### src/rtl/itrans_i_stage.sv
// rtl/itrans_i_stage.sv - IFFT stage-I +j trivial-twiddle rotator with 2-entry skid buffer and address checking
// Optional build macro: ITRANS_SAT_EN (saturating negation plus sticky osat output).
`ifndef TOTAL_STAGE
`define TOTAL_STAGE 7
`endif
`ifndef CPLX_WIDTH
`define CPLX_WIDTH 32
`endif

module itrans_i_stage #(
  parameter int FFT_STG = 7,
  parameter int CNT_W   = 8
) (
  input  logic                     iclk,
  input  logic                     irst,
  input  logic [`TOTAL_STAGE-1:0]  iaddr,
  input  logic [`CPLX_WIDTH-1:0]   idata,
  input  logic                     ien,
  output logic                     irdy,
  output logic [`TOTAL_STAGE-1:0]  oaddr,
  output logic [`CPLX_WIDTH-1:0]   odata,
  output logic                     oen,
  input  logic                     ordy,
  output logic                     olast,
  output logic                     oerr,
  output logic [CNT_W-1:0]         ofrm_cnt
`ifdef ITRANS_SAT_EN
  ,
  output logic                     osat
`endif
);

  localparam int AW = `TOTAL_STAGE;
  localparam int DW = `CPLX_WIDTH;
  localparam int HW = DW / 2;

  typedef enum logic [1:0] {
    ST_EMPTY = 2'd0,
    ST_ONE   = 2'd1,
    ST_TWO   = 2'd2
  } state_t;

  state_t state_q, state_d;

  logic          accept, xfer;
  logic          ld_in, ld_skid, ld_mv;

  logic signed [HW-1:0] in_re, in_im, neg_im;
  logic                 rot;
  logic [DW-1:0]        rot_data;
  logic                 in_last;

  logic [AW-1:0] out_addr, skid_addr;
  logic [DW-1:0] out_data, skid_data;
  logic          out_last, skid_last;
  logic          irdy_q;
  logic          oerr_q;
  logic [AW-1:0] exp_addr;
  logic [CNT_W-1:0] frm_cnt;

  assign in_re   = idata[DW-1:HW];
  assign in_im   = idata[HW-1:0];
  assign rot     = iaddr[FFT_STG-1] & iaddr[FFT_STG-2];
  assign in_last = &iaddr;

`ifdef ITRANS_SAT_EN
  localparam logic signed [HW-1:0] NEG_MIN = {1'b1, {(HW-1){1'b0}}};
  localparam logic signed [HW-1:0] POS_MAX = {1'b0, {(HW-1){1'b1}}};
  logic sat_evt;
  logic osat_q;

  // Only the most-negative imaginary part can overflow on negation.
  assign sat_evt = accept & rot & (in_im == NEG_MIN);
  assign neg_im  = (in_im == NEG_MIN) ? POS_MAX : -in_im;
`else
  assign neg_im  = -in_im;
`endif

  assign rot_data = rot ? {neg_im, in_re} : idata;

  assign oen    = (state_q != ST_EMPTY);
  assign irdy   = irdy_q;
  assign accept = ien & irdy_q;
  assign xfer   = oen & ordy;

  always_ff @(posedge iclk) begin
    if (irst) state_q <= ST_EMPTY;
    else      state_q <= state_d;
  end

  always_comb begin
    state_d = state_q;
    ld_in   = 1'b0;
    ld_skid = 1'b0;
    ld_mv   = 1'b0;
    case (state_q)
      ST_EMPTY: begin
        if (accept) begin
          ld_in   = 1'b1;
          state_d = ST_ONE;
        end
      end
      ST_ONE: begin
        case ({accept, xfer})
          2'b10: begin
            ld_skid = 1'b1;
            state_d = ST_TWO;
          end
          2'b01: state_d = ST_EMPTY;
          2'b11: ld_in = 1'b1;
          default: state_d = ST_ONE;
        endcase
      end
      ST_TWO: begin
        if (xfer) begin
          ld_mv   = 1'b1;
          state_d = ST_ONE;
        end
      end
      default: state_d = ST_EMPTY;
    endcase
  end

  always_ff @(posedge iclk) begin
    if (irst) begin
      out_addr  <= '0;
      out_data  <= '0;
      out_last  <= 1'b0;
      skid_addr <= '0;
      skid_data <= '0;
      skid_last <= 1'b0;
      irdy_q    <= 1'b1;
    end else begin
      if (ld_in) begin
        out_addr <= iaddr;
        out_data <= rot_data;
        out_last <= in_last;
      end else if (ld_mv) begin
        out_addr <= skid_addr;
        out_data <= skid_data;
        out_last <= skid_last;
      end
      if (ld_skid) begin
        skid_addr <= iaddr;
        skid_data <= rot_data;
        skid_last <= in_last;
      end
      irdy_q <= (state_d != ST_TWO);
    end
  end

  // The checker always re-anchors on the accepted address, so one bad address yields one pulse.
  always_ff @(posedge iclk) begin
    if (irst) begin
      exp_addr <= '0;
      oerr_q   <= 1'b0;
    end else begin
      oerr_q <= accept & (iaddr != exp_addr);
      if (accept) exp_addr <= iaddr + 1'b1;
    end
  end

  always_ff @(posedge iclk) begin
    if (irst)                    frm_cnt <= '0;
    else if (xfer && out_last)   frm_cnt <= frm_cnt + 1'b1;
  end

`ifdef ITRANS_SAT_EN
  always_ff @(posedge iclk) begin
    if (irst)         osat_q <= 1'b0;
    else if (sat_evt) osat_q <= 1'b1;
  end
  assign osat = osat_q;
`endif

  assign oaddr    = out_addr;
  assign odata    = out_data;
  assign olast    = oen & out_last;
  assign oerr     = oerr_q;
  assign ofrm_cnt = frm_cnt;

endmodule

### config.mk
export PLATFORM = sky130hd
export DESIGN_NAME = itrans_i_stage
export DESIGN_NICKNAME = d
export VERILOG_FILES = /design/src/rtl/itrans_i_stage.sv
export SDC_FILE = /design/constraint.sdc
export NUM_CORES = 1
export LEC_CHECK = 0
export BUFFER_PORTS_ARGS = -buffer_cell sky130_fd_sc_hd__buf_2
export CORE_UTILIZATION = 50
export DETAILED_ROUTE_END_ITERATION = 7
export PLACE_DENSITY = 0.77
export SYNTH_ARGS = -nofsm -noshare
export SYNTH_HDL_FRONTEND = slang
export SYNTH_SLANG_ARGS = --single-unit
### constraint.sdc
create_clock -name iclk -period 2.1 [get_ports iclk]
set_clock_uncertainty 0.15 [all_clocks]
set_input_delay 0.21 -clock iclk [delete_from_list [all_inputs] [get_ports iclk]]
set_output_delay 0.21 -clock iclk [all_outputs]
set_load 0.1 [all_outputs]
### Word level (Yosys, flattened, before mapping)

Index checks and enable logic that the tools add are counted.

* $add $sub $neg: 3
* eq/ne operators: 7
* mux-type cells: 18
* bitwise gates (word level): 5
* reductions and logical operators: 5

Operators with widths (count)
* 2-to-1 mux 32 bit: 3
* negator 16 bit: 1
* 2-to-1 mux 7 bit: 2
* case mux 2 bit (3 select lines): 2
* adder 8 x 1 -> 8 bit (second input constant): 1
* 2-to-1 mux 1 bit: 8
* adder 7 x 1 -> 7 bit (second input constant): 1
* != test 7 bit: 1
* AND reduction 7 bit: 1
* equality test 2 bit (second input constant): 3
* bitwise AND 1 bit: 5
* equality test 2 x 1 -> 1 bit (second input constant): 2
* 2-to-1 mux 2 bit: 2
* nonzero test 2 bit: 2
* zero test 2 bit: 1
* != test 2 bit (second input constant): 1
* case mux 1 bit (2 select lines): 1
* logical AND 1 bit: 1

* register bits: 99
* input port bits: 43
* output and inout port bits: 51

### Longest topological paths before layout

Gate-level depths: netlist of the first run.

* depth after elaboration: 6
* mapped depth: 8
* mapped depth without buffers: 7

### Worst setup path before layout of the first run

OpenSTA, ideal clock, no wires.

* path kind: flip-flop to flip-flop
* from: register irdy_q, in the netlist irdy
* to: register skid_data[20]
* setup time: 0.091 ns
* arrival: 2.103 ns
* required time: 1.859 ns
* setup slack: -0.244 ns
* cell stages (with the launch flop): 6
* path buffers: 1
* clock period less this slack: 2.344 ns
* cell sequence: dfxtp_1 nand3b_1 nor2_1 clkbuf_1 nor2_1 a311oi_1

* cells in the longest elaborated chain, start to end: 4

RTL lines
* from (decl): line 56 `logic irdy_q;`
* from (signal assigned): line 148 `irdy_q <= (state_d != ST_TWO);`
* bitwise AND 1 bit: line 83 `assign accept = ien & irdy_q;`
* equality test 2 bit: line 104 `case ({accept, xfer})`
* 2-to-1 mux 1 bit: line 104
* 2-to-1 mux 1 bit: line 96 `case (state_q)`
* to (signal assigned): line 145 `skid_data <= rot_data;`
* to (decl): line 54 `logic [DW-1:0] out_data, skid_data;`

No other way between the ends.
A chain may end at the register's enable or synchronous reset.

### Final worst setup path of the first run

* from: input port iaddr[6]
* to: register out_data[19], in the netlist odata[19]

* cells in the longest elaborated chain, start to end: 3

RTL lines
* from (decl): line 16 `` input logic [`TOTAL_STAGE-1:0] iaddr, ``
* bitwise AND 1 bit: line 63 `assign rot = iaddr[FFT_STG-1] & iaddr[FFT_STG-2];`
* 2-to-1 mux 32 bit: line 79 `assign rot_data = rot ? {neg_im, in_re} : idata;`
* 2-to-1 mux 32 bit: line 134 `if (ld_in) begin`
* to (signal assigned): line 136 `out_data <= rot_data;`
* to (signal assigned): line 140 `out_data <= skid_data;`
* to (decl): line 54

No other way between the ends.

==> qor.csv, run 1 <==
stage,metric,value,unit
synthesis,yosysWarnings,0,
synthesis,synthFlopType,dfxtp_1,
global_routing,antenna_found_initial,0,
route,drt-wirelength-per-cell,15.94,um
setup_path,crit_family,buffers and inverters,
die,die_area,0.009722,mm^2
sta,grt_setup_unrepaired,false,
min_path,hp-start,idata[24],
min_path,holdPathEnd,odata[8],
final_layout,antennaDiodeCount,0,
power,ir_worst_vdd,0.0004409,V
setup_path,worstSetupStartpointType,input port,
die,pin_count,94,
synthesis,synth-adder-area-share,0.008045,
final_layout,area_growth,22.15,%
synthesis,syn_inst,589,
sta,fmax,0.5202,GHz
setup_path,critical_path_buf_inv_count,3,
synthesis,synth_top_cell_by_area,dfxtp_1,
route,first_iter_violations,230,
synthesis,syn_avg_cell_area,7.921,um^2
clock_network,cts_max_level,3,
synthesis,yosysSeqAreaShare,0.4248,
setup_path,r2r_cells,5,
power,powerDensity,803.4,mW/mm^2
synthesis,synth_top_area_frac,0.4248,
global_routing,grt.overflow.total,0,
final_layout,layout_common_cells,"nand2_1 (150), dfxtp_1 (98), buf_2 (93)",
synthesis,ys_types,47,
clock_network,cts_sinks,99,
synthesis,yosys-mux-area-fraction,0.006436,
synthesis,yosys.area_share.xor_xnor,0.04318,
setup_path,worst_r2r_endpoint,skid_data[10],
sta,layout_setup_ws,0.1777,ns
setup_path,path_cells,"dlygate4sd3_1, buf_2, nand2_1, buf_4, nand2_1, and3_1, a311oi_1",
final_layout,drive_above_1_share,0.2224,
synthesis,ys_ff_latch,99,
placement,place_congestion,0.8503,
route,drc,0,
setup_path,crit_fanout,14,
route,drtPass1Iterations,4,
route,drtAntennaViolNets,0,
synthesis,synth-simple-area-share,0.2781,
route,drt_wl_total,12690,um
sta,slew-limit-headroom,0.6427,
placement,place_ws,-0.1497,ns
synthesis,yosys-top-cells-area,"dfxtp_1 (42%), nand2_1 (12%), a311oi_1 (11%)",
setup_path,r2r_start,state_q[1],
min_path,holdPathStages,3,
min_path,hold_path_class,input port to flop,
placement,numPortBuffers,93,
die,row_count,34,
setup_path,required,2.23,ns
clock_network,postCtsSetupBuffers,0,
global_routing,grt_pass1_vias,4423,
synthesis,netlist_area,0.004666,mm^2
sta,hold_viol_final,0,
synthesis,synth_top_family_by_area,simple AND/OR/NAND/NOR gates,
route,num_vias,4689,
clock_network,cts_tree,yes,
power,leakage,2.319,nW
synthesis,synth-edff-count,0,
clock_network,clk_pin_slew_worst_paths,0.10,ns
placement,hpwl,8574,um
die,start_util,0.5248,
synthesis,synth_nets,635,
sta,min_period_over_period,0.9154,
final_layout,final_common_cell,nand2_1,
clock_network,ctsResizeCount,0,
clock_network,numCtsBuffers,9,
die,die_w,98.60,um
synthesis,async_flop_share,0,
route,viasPerCell,5.891,
setup_path,slowest_stage,dlygate4sd3_1,
clock_network,root_buffer,clkbuf_8,
final_layout,nets,729,
die,die_y,98.60,um
setup_path,crit_type,input port to flop,
sta,fin_tns_setup,0,ns
setup_path,crit_path_max_incr_delay,0.53,ns
sta,fin_crit,1.922,ns
status,status,finished clean,
die,core_area,0.008891,mm^2
flow_run,drv_cap,0,
global_routing,track_usage,0.2712,
global_routing,grt_pass1_wl,21260,um
setup_path,cp.arrival,2.05,ns
setup_path,r2r_setup_slack,0.25,ns
sta,drv_slew,0,
setup_path,crit_path_end_kind,flop,
sta,worst_pin_slew,0.5396,ns
final_layout,nFillCells,775,
clock_network,clockBufferDepth,2,
synthesis,synth-compound-area-share,0.1901,
sta,setup_viol,0,
clock_network,clk_latency,0.36,ns
global_routing,grt_max_degree,47,
setup_path,critPathMostFrequentCell,nand2_1,
[synthesized netlist by cell type (all sizes together), types with 6 or more instances]
library cell / number
nor2: 66
xnor2: 13
nand3: 9
buf: 9
or3: 6
a211oi: 10
a31o: 7
a311oi: 59
xor2: 10
and3: 24
dfxtp: 99
clkbuf: 42
a21oi: 23
nand2: 151
[where the power goes]
group	switching, W	total, W	internal, W
Combinational	0.000936	0.00125	0.000314
Sequential	0.0000690	0.00207	0.00200
Clock	0.000672	0.00126	0.000591
[state kept, by name, summed over array words and instances, names as in the netlist]
name / flops
exp_addr: 7
irdy: 1
oaddr: 7
odata: 32
oerr: 1
ofrm_cnt: 8
out_last: 1
skid_addr: 7
skid_data: 32
skid_last: 1
state_q: 2
[metal layers]
metal / track usage / up-vias / routed length, um
li1: - / 2269 / -
met1: 0.3505 / 2207 / 5436
met2: 0.4437 / 185 / 6077
met3: 0.04326 / 28 / 812
met4: 0.1320 / 0 / 359
met5: 0 / - / 0
[cell type report]
class                           instances  area [um^2]  share of cell area
Clock buffer                           11        141.4             0.02481
Sequential cell                        99         1983              0.3480
Multi-Input combinational cell        434         2464              0.4323
Timing Repair Buffer                  134        895.9              0.1572
Inverter                                5        18.77            0.003293
Clock inverter                          5        61.31             0.01076
Tap cell                              108        135.1             0.02371
[repair_timing]
action | in CTS | in global routing
endpoints found under the hold margin | 21 | 0
hold buffers | 14 | 0
setup endpoints to repair | 0 | 0
[worst max path at each step]
stage	depth (start not counted)	startpoint	to	slack, ns
finish	7	iaddr[6]	odata[19]	0.18
global route	7	iaddr[6]	odata[19]	0.02
CTS	9	idata[1]	skid_data[30]	0.20
detailed placement	9	idata[1]	skid_data[30]	-0.15
global placement	9	idata[1]	skid_data[30]	-0.12
floorplan	8	idata[0]	skid_data[26]	0.03
[worst min-delay path: cells and delay by family]
kind | cells | cell delay [ns]
AOI/OAI and AO/OA | 1 | 0.08
and+or+nand+nor | 1 | 0.08
buffers and inverters | 1 | 0.11
[cells by family (layout without fill, tap and decap cells)]
| family | after synthesis | in the layout |
|---|---|---|
| AO/OA/AOI/OAI | 116 | 116 |
| XOR/XNOR | 23 | 23 |
| adder cells (fa/ha/maj) | 3 | 3 |
| buffers and inverters | 56 | 155 |
| flip-flops | 99 | 99 |
| multiplexers | 3 | 3 |
| AND/OR/NAND/NOR | 289 | 289 |
[metrics by stage]
stage / cells / utilization / instance area (um^2) / power [W] / hold WS, ns
4_1_cts: 796 / 0.6410 / 5699 / 0.004585 / 0.0006870
5_1_grt: 796 / 0.6410 / 5699 / 0.004764 / 0.005781
3_3_place_gp: 766 / 0.6024 / 5356 / 0.003313 / 0.2931
2_1_floorplan: 589 / - / 4667 / 0.003044 / 0.1841
6_report: 796 / 0.6410 / 5699 / 0.004579 / 0.007833
3_5_place_dp: 766 / 0.6024 / 5356 / 0.003331 / 0.2968
(Power assumes the default switching activity.)
==> run 2, diff against run 1 <==
--- a/config.mk
+++ b/config.mk
@@ -6,6 +6,7 @@
 export NUM_CORES = 1
 export LEC_CHECK = 0
 export BUFFER_PORTS_ARGS = -buffer_cell sky130_fd_sc_hd__buf_2
+export CORE_MARGIN = 2
 export CORE_UTILIZATION = 50
 export DETAILED_ROUTE_END_ITERATION = 7
 export PLACE_DENSITY = 0.77
==> run 2 against run 1 <==
Compared with the run above: power decreased by 1.4%; highest routed layer unchanged; critical path depth increased by 1; wire length decreased by 0.59%; sequential power about the same; count of clock-buffer cells in the layout decreased by 2; sequential share of layout area increased by 0.54 points; critical path type unchanged; cell count decreased by 0.88%; first-iteration DRC count increased by 3.9%; utilization decreased by 2.8 points; flip-flop and latch count unchanged.
==> qor.csv, run 2 (synthesis gave the netlist of run 1 again) <==
stage,metric,value,unit
placement,numPortBuffers,93,
route,drt_wl_total,12610,um
route,drc,0,
setup_path,crit_path_end_kind,flop,
die,die_w,100.6,um
power,clockPowerShare,0.269,
final_layout,antennaDiodeCount,0,
placement,place_congestion,0.9079,
clock_network,postCtsSetupBuffers,0,
power,powerDensity,804.5,mW/mm^2
power,power.total,0.004515,W
power,ir_worst_vdd,0.0004553,V
clock_network,cts_sinks,99,
placement,place_ws,-0.2195,ns
route,num_vias,4613,
setup_path,crit_type,input port to flop,
final_layout,nFillCells,806,
route,viasPerCell,5.847,
sta,slew-limit-headroom,0.6030,
sta,drv_slew,0,
global_routing,track_usage,0.2435,
final_layout,layout_common_cells,"nand2_1 (150), dfxtp_1 (98), buf_2 (93)",
setup_path,r2r_start,state_q[1],
status,status,finished clean,
route,drtAntennaViolNets,0,
setup_path,r2r_setup_slack,0.33,ns
clock_network,cts_hold_buf,12,
sta,layout_setup_ws,0.1380,ns
die,die_area,0.01012,mm^2
clock_network,numCtsBuffers,9,
global_routing,grt_pass1_wl,19920,um
setup_path,worstSetupStartpointType,input port,
die,start_util,0.5098,
power,seqPwrFrac,0.458,
power,internal-power,0.002849,W
sta,fmax,0.5097,GHz
min_path,holdPathStages,3,
route,drt-wirelength-per-cell,15.98,um
setup_path,required,2.23,ns
clock_network,cts_tree,yes,
clock_network,cts_max_level,3,
flow_run,drv_cap,0,
final_layout,final_common_cell,nand2_1,
power,p_sw,0.001667,W
sta,grt_setup_unrepaired,false,
clock_network,clk_latency,0.36,ns
min_path,holdPathEnd,skid_data[13],
clock_network,clockBufferDepth,2,
global_routing,grt.overflow.total,0,
global_routing,antenna_found_initial,0,
route,first_iter_violations,239,
global_routing,grt_max_degree,99,
setup_path,crit_fanout,9,
sta,hold_viol_final,0,
setup_path,r2r_cells,5,
power,combinationalPowerShare,0.273,
power,p_sw_frac,0.3691,
final_layout,nets,719,
final_layout,utilization,0.6133,
die,core_area,0.009153,mm^2
min_path,hp-start,idata[29],
setup_path,worst_r2r_endpoint,odata[16],
placement,hpwl,8215,um
global_routing,grt_pass1_vias,4272,
sta,min_period_over_period,0.9343,
die,pin_count,94,
clock_network,clk_pin_slew_worst_paths,0.09,ns
setup_path,cp.arrival,2.09,ns
clock_network,ctsResizeCount,0,
min_path,hold_path_class,input port to flop,
final_layout,area_growth,20.30,%
sta,setup_viol,0,
power,leakage,2.261,nW
die,row_count,35,
die,die_y,100.6,um
clock_network,root_buffer,clkbuf_8,
final_layout,drive_above_1_share,0.2153,
route,drtPass1Iterations,5,
sta,worst_pin_slew,0.5940,ns
sta,fin_crit,1.962,ns
run 2: cell types whose count changed in the layout (fill, tap and decap cells not counted), sizes merged:
cell         previous run  this run
buf                   120       112
clkbuf                 11         9
clkinv                  3         4
clkinvlp                0         2
dlygate4sd3            14        12
inv                     6         5
run 2: stage by stage:
stage,TNS (ns),hold WS [ns],instance area (um^2),instances
final,0,0.01351,5613,789
after global placement,-0.4647,0.2919,5300,761
after detailed placement,-1.067,0.2965,5300,761
after CTS,0,0.0005930,5613,789
after floorplan,0,0.1841,4667,589
after global routing,0,0.008039,5613,789
run 2: critical path: stages:
cell	delay, ns
buf_2	0.11
inv_1	0.05
ha_1	0.15
or4b_1	0.62
or4b_1	0.52
a21oi_1	0.20
nor3_1	0.07
nor3_1	0.16
run 2: layout make-up:
cell class / count / area, um^2 / share of cell area
Multi-Input combinational cell: 434 / 2464 / 0.4389
Clock inverter: 7 / 68.82 / 0.01226
Tap cell: 111 / 138.9 / 0.02474
Timing Repair Buffer: 124 / 815.8 / 0.1453
Inverter: 5 / 18.77 / 0.003344
Sequential cell: 99 / 1983 / 0.3533
Clock buffer: 9 / 123.9 / 0.02207
run 2: power groups by stage:
stage / clock [W] / sequential [W] / combinational (W)
2_1_floorplan: 0 / 0.00263 / 0.000411
3_3_place_gp: 0 / 0.00210 / 0.00120
3_5_place_dp: 0 / 0.00211 / 0.00121
4_1_cts: 0.00124 / 0.00207 / 0.00123
5_1_grt: 0.00131 / 0.00208 / 0.00131
6_report: 0.00121 / 0.00207 / 0.00123
run 2: how the worst max path moves through the flow:
stage	startpoint	end	slack [ns]	cells after the start
CTS	idata[1]	skid_data[26]	0.16	8
detailed placement	idata[1]	skid_data[26]	-0.22	8
global placement	idata[0]	skid_data[26]	-0.16	8
finish	idata[1]	skid_data[26]	0.14	8
floorplan	idata[0]	skid_data[26]	0.03	8
global route	idata[1]	skid_data[26]	0.08	8
run 2: layer usage:
layer	up-vias	part of all wire	GRT usage
met4	0	0.018	0.08430
met3	25	0.075	0.05201
met1	2156	0.42	0.3112
li1	2252	-	-
met2	180	0.49	0.4072
met5	-	0	0
==> run 3, diff against run 2 <==
--- a/config.mk
+++ b/config.mk
@@ -5,11 +5,13 @@
 export SDC_FILE = /design/constraint.sdc
 export NUM_CORES = 1
 export LEC_CHECK = 0
+export ABC_AREA = 1
 export BUFFER_PORTS_ARGS = -buffer_cell sky130_fd_sc_hd__buf_2
 export CORE_MARGIN = 2
 export CORE_UTILIZATION = 50
 export DETAILED_ROUTE_END_ITERATION = 7
-export PLACE_DENSITY = 0.77
+export PLACE_DENSITY_LB_ADDON = 0.15
+export SLEW_MARGIN = 5
 export SYNTH_ARGS = -nofsm -noshare
 export SYNTH_HDL_FRONTEND = slang
 export SYNTH_SLANG_ARGS = --single-unit
==> run 3 against run 2 <==
Compared with the run above: setup slack gained 0.071 ns; die area grew 2.8%; combinational power shrank 15%; wire length grew 5.1%; critical path type is now flop to flop; largest cell class unchanged.
==> qor.csv, run 3 <==
stage,metric,value,unit
sta,min_period_over_period,0.9005,
setup_path,crit_fanout,15,
synthesis,yosys-top-cells-area,"dfxtp_1 (41%), nand2_1 (18%), o21ai_0 (7.2%)",
sta,hold_viol_final,0,
placement,hpwl,9319,um
power,seqPwrFrac,0.453,
synthesis,ys_ff_latch,99,
clock_network,clk_latency,0.36,ns
sta,grt_setup_unrepaired,false,
setup_path,crit_type,flop to flop,
die,die_w,102.0,um
setup_path,slowest_stage,a211oi_4,
power,combinationalPowerShare,0.233,
synthesis,yosysSeqAreaShare,0.4128,
route,num_vias,4825,
die,core_area,0.009284,mm^2
synthesis,async_flop_share,0,
power,clockPowerShare,0.314,
die,die_area,0.01040,mm^2
clock_network,ctsResizeCount,0,
die,die_y,102.0,um
final_layout,nFillCells,929,
sta,slew-limit-headroom,0.5530,
sta,worst_pin_slew,0.6697,ns
route,drtAntennaViolNets,0,
global_routing,grt_pass1_wl,21330,um
sta,fmax,0.5288,GHz
route,drt-wirelength-per-cell,14.17,um
placement,numPortBuffers,93,
final_layout,final_common_cell,nand2_1,
min_path,hold_path_class,input port to flop,
setup_path,required,2.26,ns
power,p_sw_frac,0.3504,
clock_network,postCtsSetupBuffers,0,
setup_path,crit_path_max_incr_delay,0.41,ns
clock_network,cts_tree,yes,
route,first_iter_violations,224,
die,row_count,35,
final_layout,area_growth,16.89,%
sta,holdWs,0.02658,ns
route,drc,0,
global_routing,grt.overflow.total,0,
final_layout,nets,848,
status,status,finished clean,
setup_path,crit_family,compound AO/OA/AOI/OAI gates,
clock_network,root_buffer,clkbuf_8,
power,ir_worst_vdd,0.0004273,V
synthesis,synthTopCellsByCount,"nand2_1 (227), dfxtp_1 (99), o21ai_0 (69)",
setup_path,worstSetupStartpointType,flop,
setup_path,crit_path_end_kind,flop,
final_layout,utilization,0.6044,
synthesis,yosysWarnings,0,
route,viasPerCell,5.155,
final_layout,layout_common_cells,"nand2_1 (227), dfxtp_1 (96), buf_2 (93)",
sta,fin_crit,1.891,ns
power,powerDensity,799.1,mW/mm^2
synthesis,syn_avg_cell_area,6.659,um^2
sta,setup_viol,0,
die,pin_count,94,
synthesis,synth.most_common_cell,nand2_1,
sta,fin_tns_setup,0,ns
synthesis,synthFlopType,dfxtp_1,
power,internal-power,0.002913,W
placement,place_congestion,0.9088,
clock_network,cts_max_level,3,
synthesis,synth-edff-count,0,
synthesis,syn_inst,721,
clock_network,clk_pin_slew_worst_paths,0.10,ns
synthesis,synth_top_area_frac,0.4128,
setup_path,cp.arrival,2.05,ns
sta,drv_slew,0,
placement,place_ws,0.09869,ns
clock_network,clockBufferDepth,2,
global_routing,track_usage,0.2593,
synthesis,synth_nets,767,
power,leakage,2.583,nW
final_layout,antennaDiodeCount,0,
sta,layout_setup_ws,0.2089,ns
synthesis,ys_types,30,
power,p_sw,0.001571,W
setup_path,critPathMostFrequentCell,nand2_1,
synthesis,netlist_area,0.004801,mm^2
final_layout,drive_above_1_share,0.1698,
clock_network,numCtsBuffers,9,
route,drtPass1Iterations,5,
global_routing,grt_max_degree,40,
setup_path,path_cells,"nand2_1, a211oi_4, buf_4, inv_2, o211ai_1, nand2_1, inv_1, nand2_1, inv_1",
global_routing,antenna_found_initial,0,
flow_run,drv_cap,0,
route,drt_wl_total,13260,um
synthesis,synth_top_cell_by_area,dfxtp_1,
setup_path,critical_path_buf_inv_count,4,
die,start_util,0.5171,
global_routing,grt_pass1_vias,4413,
clock_network,cts_sinks,99,
## run 3: worst reg2reg max path, stage by stage (launching register included)
cell      delay [ns]
dfxtp_2         0.33
nand2_1         0.20
a211oi_4        0.42
buf_4           0.28
inv_2           0.15
o211ai_1        0.12
nand2_1         0.07
inv_1           0.05
nand2_1         0.04
inv_1           0.04
## run 3: area by class of cell
cell class / count / area, um^2 / share of cell area
multi-input cells: 514 / 2379 / 0.4239
flip-flops and latches: 99 / 1986 / 0.3538
repair buffers: 109 / 603.1 / 0.1075
inverters: 69 / 259.0 / 0.04615
well taps: 129 / 161.4 / 0.02876
clock buffers: 11 / 141.4 / 0.02520
clock inverters: 5 / 82.58 / 0.01472
## run 3: metrics by stage
stage / instances / power [W] / area, um^2
global placement: 917 / 0.003096 / 5361
CTS: 935 / 0.004489 / 5605
floorplan: 721 / 0.002873 / 4807
finish: 936 / 0.004484 / 5612
global route: 936 / 0.004669 / 5612
detailed placement: 917 / 0.003109 / 5361
## run 3: repair_timing
item                                    in CTS  in global routing
endpoints found under the setup margin       0                  9
hold buffers                                 2                  0
endpoints found under the hold margin        2                  0
## run 3: path summary, 6_finish.rpt
check	start	slack, ns	depth (start not counted)	to
min	iaddr[6]	0.03	3	oaddr[6]
max	irdy	0.21	9	odata[31]
max reg2reg	irdy	0.21	9	odata[31]
min reg2reg	skid_data[15]	0.31	2	skid_data[15]
## run 3: per-layer routing
layer  vias up  GRT usage  share of wire
met3        16    0.04651          0.057
met1      2183     0.3425           0.45
li1       2480          -              -
met4         0    0.06974          0.017
met2       146     0.4383           0.47
met5         -          0              0
## run 3: power groups by stage
stage	registers, W	logic (W)	clock network (W)
2_1_floorplan	0.00249	0.000379	0
3_3_place_gp	0.00207	0.00103	0
3_5_place_dp	0.00207	0.00104	0
4_1_cts	0.00203	0.00104	0.00142
5_1_grt	0.00204	0.00112	0.00150
6_report	0.00203	0.00105	0.00141
## run 3: logic make-up after synthesis
group,share of synthesized area
AO/OA/AOI/OAI,0.1702
XOR/XNOR,0.02372
adder cells (fa/ha/maj),0.007819
buffers and inverters,0.09460
flip-flops,0.4128
AND/OR/NAND/NOR,0.2909
